<file path="config.mk">
export PLATFORM = sky130hd
export DESIGN_NAME = mux_tree_pipe
export DESIGN_NICKNAME = d
export VERILOG_FILES = /design/src/rtl/mux_tree_pipe.sv
export SDC_FILE = /design/constraint.sdc
export NUM_CORES = 1
export LEC_CHECK = 0
export CORE_UTILIZATION = 41
export DETAILED_ROUTE_END_ITERATION = 6
export DONT_BUFFER_PORTS = 1
export PLACE_DENSITY = 0.62
export SLEW_MARGIN = 20
export SYNTH_ARGS = -nofsm -noshare
export SYNTH_HDL_FRONTEND = slang
export SYNTH_SLANG_ARGS = --single-unit
</file>
<file path="constraint.sdc">
create_clock -name clk -period 2.34 [get_ports clk]
set_input_delay 0.468 -clock clk [delete_from_list [all_inputs] [get_ports clk]]
set_output_delay 0.468 -clock clk [all_outputs]
set_load 0.005 [all_outputs]
</file>
<file path="src/rtl/mux_tree_pipe.sv">
// Pipelined N:1 multiplexer tree, one register stage per level of 2:1 selection.
// Direct-select or auto-scan channel choice; select bits are consumed LSB first.
module mux_tree_pipe #(
    parameter int WIDTH = 8,
    parameter int SEL_W = 2
) (
    input  logic                         clk,
    input  logic                         rst,
    input  logic                         mode,
    input  logic                         in_valid,
    input  logic [SEL_W-1:0]             sel,
    input  logic [(2**SEL_W)*WIDTH-1:0]  din,
    output logic [WIDTH-1:0]             dout,
    output logic                         dout_valid,
    output logic [SEL_W-1:0]             dout_ch
);

    localparam int N     = 2 ** SEL_W;
    localparam int NODES = N - 1;

    // All levels share one flat node array: level k starts at N - (N >> k) and holds N >> (k+1) words.
    function automatic int level_base(input int k);
        return N - (N >> k);
    endfunction

    logic [WIDTH-1:0] tree_q [NODES];
    logic [WIDTH-1:0] tree_d [NODES];
    logic [SEL_W-1:0] sel_q  [SEL_W];
    logic [SEL_W-1:0] sel_d  [SEL_W];
    logic [SEL_W-1:0] vld_q;
    logic [SEL_W-1:0] vld_d;
    logic [SEL_W-1:0] cnt_q;
    logic [SEL_W-1:0] cnt_d;
    logic [SEL_W-1:0] eff_sel;

    always_comb begin
        eff_sel = mode ? cnt_q : sel;
    end

    // The scan counter restarts at channel 0 whenever direct mode is selected.
    always_comb begin
        cnt_d = cnt_q;
        if (!mode) begin
            cnt_d = '0;
        end else if (in_valid) begin
            cnt_d = cnt_q + SEL_W'(1);
        end
    end

    always_comb begin
        tree_d = tree_q;
        sel_d  = sel_q;
        vld_d  = '0;
        vld_d[0] = in_valid;
        for (int k = 1; k < SEL_W; k++) begin
            vld_d[k] = vld_q[k-1];
        end

        if (in_valid) begin
            for (int j = 0; j < N / 2; j++) begin
                tree_d[j] = eff_sel[0] ? din[(2*j+1)*WIDTH +: WIDTH]
                                       : din[(2*j)*WIDTH +: WIDTH];
            end
            sel_d[0] = eff_sel;
        end

        // Each stage only advances data and select when a sample arrives from the stage before it.
        for (int k = 1; k < SEL_W; k++) begin
            if (vld_q[k-1]) begin
                for (int j = 0; j < (N >> (k + 1)); j++) begin
                    tree_d[level_base(k) + j] = sel_q[k-1][k]
                        ? tree_q[level_base(k-1) + 2*j + 1]
                        : tree_q[level_base(k-1) + 2*j];
                end
                sel_d[k] = sel_q[k-1];
            end
        end
    end

    always_ff @(posedge clk or posedge rst) begin
        if (rst) begin
            for (int i = 0; i < NODES; i++) begin
                tree_q[i] <= '0;
            end
            for (int k = 0; k < SEL_W; k++) begin
                sel_q[k] <= '0;
            end
            vld_q <= '0;
            cnt_q <= '0;
        end else begin
            tree_q <= tree_d;
            sel_q  <= sel_d;
            vld_q  <= vld_d;
            cnt_q  <= cnt_d;
        end
    end

    assign dout       = tree_q[NODES-1];
    assign dout_ch    = sel_q[SEL_W-1];
    assign dout_valid = vld_q[SEL_W-1];

endmodule

</file>
Yosys cells after proc, flatten, opt, wreduce, memory -nomap -nowiden
Cells that the tools add are included.

storage, ports and cells
  output and inout port bits = 11
  input port bits = 38
  bits in registers = 32

operators by class
  $add $sub $neg = 1
  multiplexer cells = 6
  equality and inequality tests = 1

operator list
  kind                   count
  $mux W8                3
  $mux W2                3
  $add A2 B1 Y2 const B  1
  $ne A2 B1 Y1 const B   1

Longest topological paths before layout
Gate-level depths: netlist of run 1.

  depth after elaboration = 3
  mapped depth = 4

Worst setup path before layout of run 1
OpenSTA, ideal clock, no wires.

  path type = input to register
  start point = input mode
  end point = register tree_q[15] (netlist name)
  slack = 0.930 ns
  required time = 2.203 ns
  stages on the path = 4
  arrival time = 1.273 ns
  path through = mux2i_4 -> buf_12 -> mux2i_1 -> a21oi_1

between the ends
  cells in the longest elaborated chain, start to end = 2

ends and longest elaborated chain
  what                  RTL line  source
  start, declared       9         input logic mode,
  $mux W2               37        eff_sel = mode ? cnt_q : sel;
  $mux W8               61        tree_d[j] = eff_sel[0] ? din[(2*j+1)*WIDTH +: WIDTH]
  end signal, assigned  91        tree_q <= tree_d;
  end, declared         26        logic [WIDTH-1:0] tree_q [NODES];

Every way passes these cells.
A chain may end at the register's enable or synchronous reset.

Worst setup path in the final report of run 1
  start point = register cnt_q[0]
  end point = register tree_q[12] (netlist name)

between the ends
  cells in the longest elaborated chain, start to end = 2

ends and longest elaborated chain
  what                    RTL line  source
  start, declared         32        logic [SEL_W-1:0] cnt_q;
  start signal, assigned  94        cnt_q <= cnt_d;
  $mux W2                 37
  $mux W8                 61

Every way passes these cells.

==> flow_metrics.env, run 1 <==
export IMPL_grt_ovfl_total=0
export IMPL_synth_compound_area_share=0.0875
export IMPL_drive_gt1_frac=0.0952
export IMPL_layout_commonest_cell="dfrtp_1"
export IMPL_clockRootBuffer="clkbuf_4"
export IMPL_most_common_layout_cells="32 x dfrtp_1, 26 x nor2_1, 26 x a21oi_1"
export IMPL_post_cts_resized=0
export IMPL_core_um2=3420
export IMPL_grt_pass1_wl_mm=4.29
export IMPL_seq_area_um2=801
export IMPL_fin_util=0.432
export IMPL_io_pins=49
export IMPL_worstPathArrival_ns=1.80
export IMPL_period_needed_ns=1.59
export IMPL_synthSimpleGateAreaFrac=0.0783
export IMPL_clock_latency_ns=0.32
export IMPL_drv_cap=0
export IMPL_multi_input_area_um2=559
export IMPL_synth_fa_ha_area_frac=0
export IMPL_dpl_worst_slack_ns=0.670
export IMPL_ys_ff_latch=32
export IMPL_wire_per_inst_um=14.4
export IMPL_leakage_nw=0.678
export IMPL_max_vdd_ir_drop_mv=0.315
export IMPL_io_buffer_count=0
export IMPL_routed_via_density=5.14
export IMPL_status="finished clean"
export IMPL_place_area_um2=1430
export IMPL_syn_inst=136
export IMPL_num_fill_cells=330
export IMPL_yosysWarningCount=0
export IMPL_place_inst=165
export IMPL_start_util=0.435
export IMPL_hold_slack_ns=0.103
export IMPL_setup_tns_ns=0
export IMPL_syn_to_final_growth_pct=-0.758
export IMPL_setup_violations=0
export IMPL_clock_path_buffers=2
export IMPL_nets=164
export IMPL_hp_class="input pin to asynchronous set/reset pin"
export IMPL_routabilityCongestion=0.776
export IMPL_grt_pass1_vias=881
export IMPL_finalWirelength_mm=2.49
export IMPL_synth_mux_area_frac=0.199
export IMPL_antenna_cells=0
export IMPL_crit_fanout=17
export IMPL_worst_ep_required_time_ns=2.55
export IMPL_final_area_um2=1480
export IMPL_cts_tree="done"
export IMPL_synth_xor_area_frac=0.0118
export IMPL_rsz0062_at_grt="no"
export IMPL_final_hold_violation_count=0
export IMPL_antenna_found_initial=0
export IMPL_synth_seq_area_share=0.539
export IMPL_crit_type="flip-flop to flip-flop"
export IMPL_cts_post_setup_buffers_inserted=0
export IMPL_synth_top_family_by_area="multiplexers"
export IMPL_p_total_mw=1.11
export IMPL_rows=21
export IMPL_startpoint_type="flip-flop"
export IMPL_fp_dieW_um=62.2
export IMPL_grtUsageTotal=0.149
export IMPL_die_h_um=62.2
export IMPL_finalClockSkew_ns=0.00396
export IMPL_syn_avg_cell_area_um2=10.9
export IMPL_drt_iter0_markers=29
export IMPL_grt_max_degree=40
export IMPL_synth_cell_types=15
export IMPL_clock_sinks=32
export IMPL_fin_crit_sh=0.679
export IMPL_endpoint_kind="flip-flop"
export IMPL_synth_nets=174
export IMPL_die_area_um2=3870
export IMPL_max_freq_ghz=0.630
export IMPL_slew_viol_final=0
export IMPL_syn_area_um2=1490
export IMPL_fin_cells=172
export IMPL_drc=0
export IMPL_worst_slack_ns=0.752
export IMPL_first_pass_iters=4
export IMPL_dr_total_vias=884
export IMPL_power_density_nw_per_um2=754
export IMPL_clkTransAtPathRegs_ns=0.09
export IMPL_numCtsBuffers=5
export IMPL_cts_max_level=2
export IMPL_hold_buffers=0
export IMPL_worst_pin_slew_ns=0.779
export IMPL_drtAntennaViolNets=0
export IMPL_dpl_hpwl_mm=1.74
export IMPL_relSlewSlack=0.470
[registers in the layout, summed over array words and instances (netlist names)]
register  cells
tree_q       16
dout          8
cnt_q         2
dout_ch       2
sel_q         2
vld_q         2
[layer usage]
metal  wire, µm  part of all wire  vias up  track usage
met5          0                 0        -            0
met3        224             0.090        7       0.0588
met2       1050              0.42       43        0.201
li1           -                 -      431            -
met1       1140              0.46      403        0.196
met4         74             0.030        0       0.0959
[cell usage after synthesis]
cell      count  share of area
a21oi_1      26          0.088
and2_2        2          0.010
buf_12        1          0.013
buf_2         1         0.0034
buf_4        10          0.051
clkbuf_1      6          0.015
dfrtp_1      32           0.54
inv_1         1         0.0025
mux2_2        2          0.015
mux2i_1      25           0.17
mux2i_4       1          0.015
nand2_1       1         0.0025
nor2_1       26          0.066
xnor2_1       1         0.0059
xor2_1        1         0.0059
[critical path: stages, from the launching register on]
cell and delay (ns):
dfrtp_1 0.44, mux2i_4 0.62, mux2i_1 0.32, a21oi_1 0.09
[path summary, 6_finish.rpt]
check | cells after the start | from | slack [ns] | endpoint
worst max-delay path | 3 | cnt_q[0]$_DFFE_PP0P_ | 0.75 | tree_q[12]$_DFFE_PP0P_
worst min-delay path | 2 | rst | 0.10 | vld_q[1]$_DFF_PP0_
worst max register to register | 3 | cnt_q[0]$_DFFE_PP0P_ | 0.75 | tree_q[12]$_DFFE_PP0P_
worst min register to register | 2 | tree_q[19]$_DFFE_PP0P_ | 0.53 | tree_q[19]$_DFFE_PP0P_
max in group asynchronous | 2 | rst | 1.95 | tree_q[15]$_DFFE_PP0P_
min in group clk | 0 | in_valid | 0.17 | vld_q[0]$_DFF_PP0_
[power breakdown]
group          total (mW)  internal (mW)  switching, mW
combinational       0.146         0.0761         0.0699
clock               0.281          0.110          0.170
sequential          0.685          0.623         0.0622
[cells by family after synthesis]
kind of cell | after synthesis
xor gates and xnor gates | 2
buffers and inverters | 19
DFF | 32
and+or+nand+nor | 29
AOI/OAI and AO/OA | 26
muxes | 28
[area by class of cell]
type / count / share of cell area
sequential: 32 / 0.543
multi-input combinational: 85 / 0.379
tap: 46 / 0.0390
clock buffer: 6 / 0.0280
timing repair buffer: 1 / 0.00509
clock inverter: 1 / 0.00339
inverter: 1 / 0.00254
No activity file was read; power rests on OpenSTA's default activity.
==> inputs of run 2 (changes only) <==
--- a/config.mk
+++ b/config.mk
@@ -8,7 +8,7 @@
 export CORE_UTILIZATION = 41
 export DETAILED_ROUTE_END_ITERATION = 6
 export DONT_BUFFER_PORTS = 1
-export PLACE_DENSITY = 0.62
+export PLACE_DENSITY = 0.64
 export SLEW_MARGIN = 20
 export SYNTH_ARGS = -nofsm -noshare
 export SYNTH_HDL_FRONTEND = slang
==> constraint.sdc (replaced) <==
create_clock -name clk -period 1.3 [get_ports clk]
set_input_delay 0.26 -clock clk [delete_from_list [all_inputs] [get_ports clk]]
set_output_delay 0.26 -clock clk [all_outputs]
set_load 0.005 [all_outputs]
==> run 2 against run 1 <==
Power rose by 89%. Clock power is 100% higher. Largest cell class unchanged. Final area up 6.4%. Global-route usage is 0.11 points higher. Critical path type unchanged. Non-clock buffer count grew 7. Highest routed layer unchanged.
==> flow_metrics.env, run 2 (synthesis gave the netlist of run 1 again) <==
export IMPL_status="finished clean"
export IMPL_seq_area_um2=801
export IMPL_fin_util=0.460
export IMPL_most_common_layout_cells="32 x dfrtp_1, 26 x nor2_1, 26 x a21oi_1"
export IMPL_largest_register="tree_q"
export IMPL_io_buffer_count=0
export IMPL_worst_pin_slew_ns=0.506
export IMPL_worstPathArrival_ns=1.44
export IMPL_leakage_nw=0.713
export IMPL_numCtsBuffers=5
export IMPL_wire_per_inst_um=14.8
export IMPL_antenna_cells=0
export IMPL_drive_gt1_frac=0.127
export IMPL_final_hold_violation_count=0
export IMPL_grt_ovfl_total=0
export IMPL_endpoint_kind="flip-flop"
export IMPL_crit_reg2reg_launch="cnt_q[0]$_DFFE_PP0P_"
export IMPL_largest_reg_flops=16
export IMPL_crit_family="flip-flops"
export IMPL_grtUsageTotal=0.150
export IMPL_min_from="in_valid"
export IMPL_period_needed_ns=1.25
export IMPL_clock_latency_ns=0.32
export IMPL_clock_sinks=32
export IMPL_power_density_nw_per_um2=1340
export IMPL_crit_path_max_incr_delay_ns=0.43
export IMPL_fp_dieW_um=62.2
export IMPL_drtAntennaViolNets=0
export IMPL_multi_input_area_um2=567
export IMPL_r2r_end="tree_q[19]$_DFFE_PP0P_"
export IMPL_dpl_hpwl_mm=1.79
export IMPL_clock_path_buffers=2
export IMPL_cts_max_level=2
export IMPL_syn_to_final_growth_pct=5.64
export IMPL_die_area_um2=3870
export IMPL_finalWirelength_mm=2.66
export IMPL_grt_pass1_vias=943
export IMPL_rsz0062_at_grt="yes"
export IMPL_fin_crit_sh=0.963
export IMPL_path_cells="mux2i_4 -> buf_12 -> mux2i_1 -> a21oi_1"
export IMPL_rr_worst_depth=4
export IMPL_relSlewSlack=0.663
export IMPL_clkTransAtPathRegs_ns=0.09
export IMPL_crit_type="flip-flop to flip-flop"
export IMPL_max_vdd_ir_drop_mv=0.639
export IMPL_rows=21
export IMPL_grt_pass1_wl_mm=4.47
export IMPL_critical_path_slowest_cell="dfrtp_1"
export IMPL_hold_path_cell_count=1
export IMPL_worst_ep_required_time_ns=1.49
export IMPL_max_freq_ghz=0.799
export IMPL_hp_class="input pin to flip-flop"
export IMPL_drc=0
export IMPL_startpoint_type="flip-flop"
export IMPL_clockRootBuffer="clkbuf_4"
export IMPL_slew_viol_final=0
export IMPL_drt_iter0_markers=36
export IMPL_drv_cap=0
export IMPL_dr_total_vias=940
export IMPL_core_um2=3420
export IMPL_first_pass_iters=4
export IMPL_setup_violations=0
export IMPL_num_fill_cells=328
export IMPL_nets=171
export IMPL_hold_slack_ns=0.0263
export IMPL_grt_max_degree=40
export IMPL_setup_tns_ns=0
export IMPL_finalClockSkew_ns=0.0107
export IMPL_die_h_um=62.2
export IMPL_worstHoldEndpoint="tree_q[22]$_DFFE_PP0P_"
export IMPL_worst_path_buf_inv=1
export IMPL_routabilityCongestion=0.738
export IMPL_antenna_found_initial=0
export IMPL_routed_via_density=5.22
export IMPL_cts_tree="done"
export IMPL_rrSetupSlack_ns=0.05
export IMPL_io_pins=49
export IMPL_crit_fanout=17
export IMPL_layout_commonest_cell="dfrtp_1"
export IMPL_start_util=0.435
-- run 2: worst reg2reg max path: cells and delay by family (launching register included) --
kind | cells | cell delay [ns]
compound gates | 1 | 0.09
buf+inv | 1 | 0.19
flops | 1 | 0.43
mux | 2 | 0.42
-- run 2: what timing repair did --
action | in CTS | in global routing
endpoints found under the hold margin | 33 | 9
hold buffers | 2 | 2
buffers inserted | 0 | 0
setup endpoints to repair | 0 | 3
resized for setup | 0 | 2
-- run 2: worst max path at each step --
stage | from | to | slack (ns) | cells after the start
global route | cnt_q[0]$_DFFE_PP0P_ | tree_q[21]$_DFFE_PP0P_ | -0.02 | 4
detailed placement | cnt_q[0]$_DFFE_PP0P_ | tree_q[13]$_DFFE_PP0P_ | 0.04 | 4
floorplan | cnt_q[0]$_DFFE_PP0P_ | tree_q[15]$_DFFE_PP0P_ | 0.001 | 4
global placement | cnt_q[0]$_DFFE_PP0P_ | tree_q[22]$_DFFE_PP0P_ | 0.09 | 4
finish | cnt_q[0]$_DFFE_PP0P_ | tree_q[19]$_DFFE_PP0P_ | 0.05 | 4
CTS | cnt_q[0]$_DFFE_PP0P_ | tree_q[13]$_DFFE_PP0P_ | 0.03 | 4
-- run 2: per-stage QoR --
stage | power [mW] | instance area, µm² | std cells | setup WS [ns]
2_1_floorplan | 1.54 | 1490 | 136 | 0.00140
3_3_place_gp | 1.52 | 1460 | 168 | 0.0948
3_5_place_dp | 1.54 | 1460 | 168 | 0.0441
4_1_cts | 2.12 | 1540 | 178 | 0.0318
5_1_grt | 2.24 | 1570 | 180 | -0.0182
6_report | 2.11 | 1570 | 180 | 0.0479
-- run 2: cell type report --
cell class	count	area share
Sequential cell	32	0.510
Timing Repair Buffer	8	0.0526
Inverter	1	0.00239
Multi-Input combinational cell	85	0.361
Clock buffer	8	0.0375
Tap cell	46	0.0367
-- run 2: layer usage --
| layer | global-route usage | vias to the layer above | routed length (µm) |
|---|---|---|---|
| met5 | 0 | - | 0 |
| met4 | 0.0698 | 0 | 38 |
| met3 | 0.0533 | 5 | 185 |
| met2 | 0.225 | 37 | 1250 |
| met1 | 0.193 | 446 | 1180 |
| li1 | - | 452 | - |
-- run 2: power by group --
part / switching (mW) / internal [mW]
Clock: 0.305 / 0.267
Sequential: 0.104 / 1.12
Combinational: 0.145 / 0.163
==> inputs of run 3 (changes only) <==
--- a/config.mk
+++ b/config.mk
@@ -5,6 +5,7 @@
 export SDC_FILE = /design/constraint.sdc
 export NUM_CORES = 1
 export LEC_CHECK = 0
+export CORE_ASPECT_RATIO = 1.75
 export CORE_UTILIZATION = 41
 export DETAILED_ROUTE_END_ITERATION = 6
 export DONT_BUFFER_PORTS = 1
==> run 3 against run 2 <==
Final cell count down 0.56%. Count of clock-buffer cells in the layout down 2. Global-route usage down 0.10 points. Critical path depth unchanged. Worst setup slack better by 0.022 ns.
==> flow_metrics.env, run 3 (synthesis gave the netlist of run 1 again) <==
export IMPL_dpl_worst_slack_ns=0.0829
export IMPL_rows=28
export IMPL_syn_to_final_growth_pct=8.84
export IMPL_relSlewSlack=0.678
export IMPL_most_common_layout_cells="32 x dfrtp_1, 26 x nor2_1, 26 x a21oi_1"
export IMPL_die_h_um=81.7
export IMPL_core_um2=3430
export IMPL_largest_register="tree_q"
export IMPL_layout_commonest_cell="dfrtp_1"
export IMPL_routed_via_density=4.97
export IMPL_max_vdd_ir_drop_mv=0.869
export IMPL_cts_max_level=2
export IMPL_rsz0062_at_grt="no"
export IMPL_drive_gt1_frac=0.134
export IMPL_setup_tns_ns=0
export IMPL_cts_post_setup_buffers_inserted=0
export IMPL_status="finished clean"
export IMPL_finalWirelength_mm=2.54
export IMPL_numCtsBuffers=5
export IMPL_routabilityCongestion=0.733
export IMPL_grt_ovfl_total=0
export IMPL_worstPathArrival_ns=1.40
export IMPL_fp_dieW_um=47.5
export IMPL_grt_pass1_vias=842
export IMPL_antenna_found_initial=0
export IMPL_crit_type="flip-flop to flip-flop"
export IMPL_largest_reg_flops=16
export IMPL_clock_sinks=32
export IMPL_worst_ep_required_time_ns=1.47
export IMPL_drv_cap=0
export IMPL_clockRootBuffer="clkbuf_8"
export IMPL_wire_per_inst_um=14.2
export IMPL_startpoint_type="flip-flop"
export IMPL_finalClockSkew_ns=0.00567
export IMPL_endpoint_kind="flip-flop"
export IMPL_cts_tree="done"
export IMPL_dr_total_vias=890
export IMPL_first_pass_iters=4
export IMPL_leakage_nw=0.747
export IMPL_final_hold_violation_count=0
export IMPL_drt_iter0_markers=11
export IMPL_setup_violations=0
export IMPL_dpl_hpwl_mm=1.78
export IMPL_grt_max_degree=40
export IMPL_grt_pass1_wl_mm=3.84
export IMPL_nets=171
export IMPL_io_buffer_count=0
export IMPL_period_needed_ns=1.23
export IMPL_antenna_cells=0
export IMPL_drtAntennaViolNets=0
export IMPL_max_freq_ghz=0.813
export IMPL_num_fill_cells=366
export IMPL_power_density_nw_per_um2=1510
export IMPL_clkTransAtPathRegs_ns=0.06
export IMPL_hold_buffers=2
export IMPL_start_util=0.433
export IMPL_clock_path_buffers=2
export IMPL_crit_fanout=15
export IMPL_hp_class="input pin to flip-flop"
export IMPL_drc=0
export IMPL_post_cts_resized=0
export IMPL_slew_viol_final=0
export IMPL_fin_crit_sh=0.946
export IMPL_die_area_um2=3880
export IMPL_worst_slack_ns=0.0701
export IMPL_worst_pin_slew_ns=0.482
export IMPL_clock_latency_ns=0.28
export IMPL_grtUsageTotal=0.149
export IMPL_io_pins=49
[run 3: cell types whose count changed in the layout (fill, tap and decap cells not counted), sizes merged]
cell,change
clkinv,+1
dlygate4sd3,-2
clkbuf,-2
buf,+2
bufinv,+1
[run 3: area by class of cell]
class	count	area [µm²]	share of cell area
clock buffer	6	72.6	0.0449
clock inverter	2	35.0	0.0217
inverter	1	3.75	0.00232
multi-input combinational	85	559	0.346
sequential	32	801	0.495
tap	45	56.3	0.0348
timing repair buffer	8	90.1	0.0557
[run 3: power breakdown]
part           switching, mW  internal [mW]
logic                  0.137          0.167
clock network          0.340          0.568
registers              0.102           1.12
[run 3: critical path, stage by stage (launching register included)]
cell and delay [ns]:
dfrtp_1 0.41, mux2i_4 0.19, buf_12 0.19, mux2i_1 0.23, a21oi_1 0.09
[run 3: worst paths after layout]
path	start	endpoint	slack, ns	depth (start not counted)
max in group asynchronous	rst	dout_ch[1]$_DFFE_PP0P_	0.68	3
min reg2reg	sel_q[2]$_DFFE_PP0P_	dout_ch[0]$_DFFE_PP0P_	0.52	1
min in group asynchronous	rst	vld_q[0]$_DFF_PP0_	0.46	3
min	in_valid	sel_q[2]$_DFFE_PP0P_	0.06	1
max reg2reg	cnt_q[0]$_DFFE_PP0P_	tree_q[15]$_DFFE_PP0P_	0.07	4
max	cnt_q[0]$_DFFE_PP0P_	tree_q[15]$_DFFE_PP0P_	0.07	4
[run 3: metrics by stage]
stage / area, µm² / power [mW] / hold slack, ns / instances / util
after floorplan: 1490 / 1.54 / 0.291 / 136 / -
after global placement: 1490 / 1.53 / 0.199 / 169 / 0.434
after detailed placement: 1490 / 1.55 / 0.206 / 169 / 0.434
after CTS: 1620 / 2.47 / 0.0512 / 179 / 0.471
after global routing: 1620 / 2.56 / 0.0475 / 179 / 0.471
final: 1620 / 2.44 / 0.0553 / 179 / 0.471
[run 3: per-layer routing]
metal | vias up | share of wire | GRT usage
met1 | 409 | 0.40 | 0.175
met4 | 0 | 0.015 | 0.0771
met5 | - | 0 | 0
met3 | 5 | 0.077 | 0.0681
met2 | 34 | 0.51 | 0.221
li1 | 442 | - | -
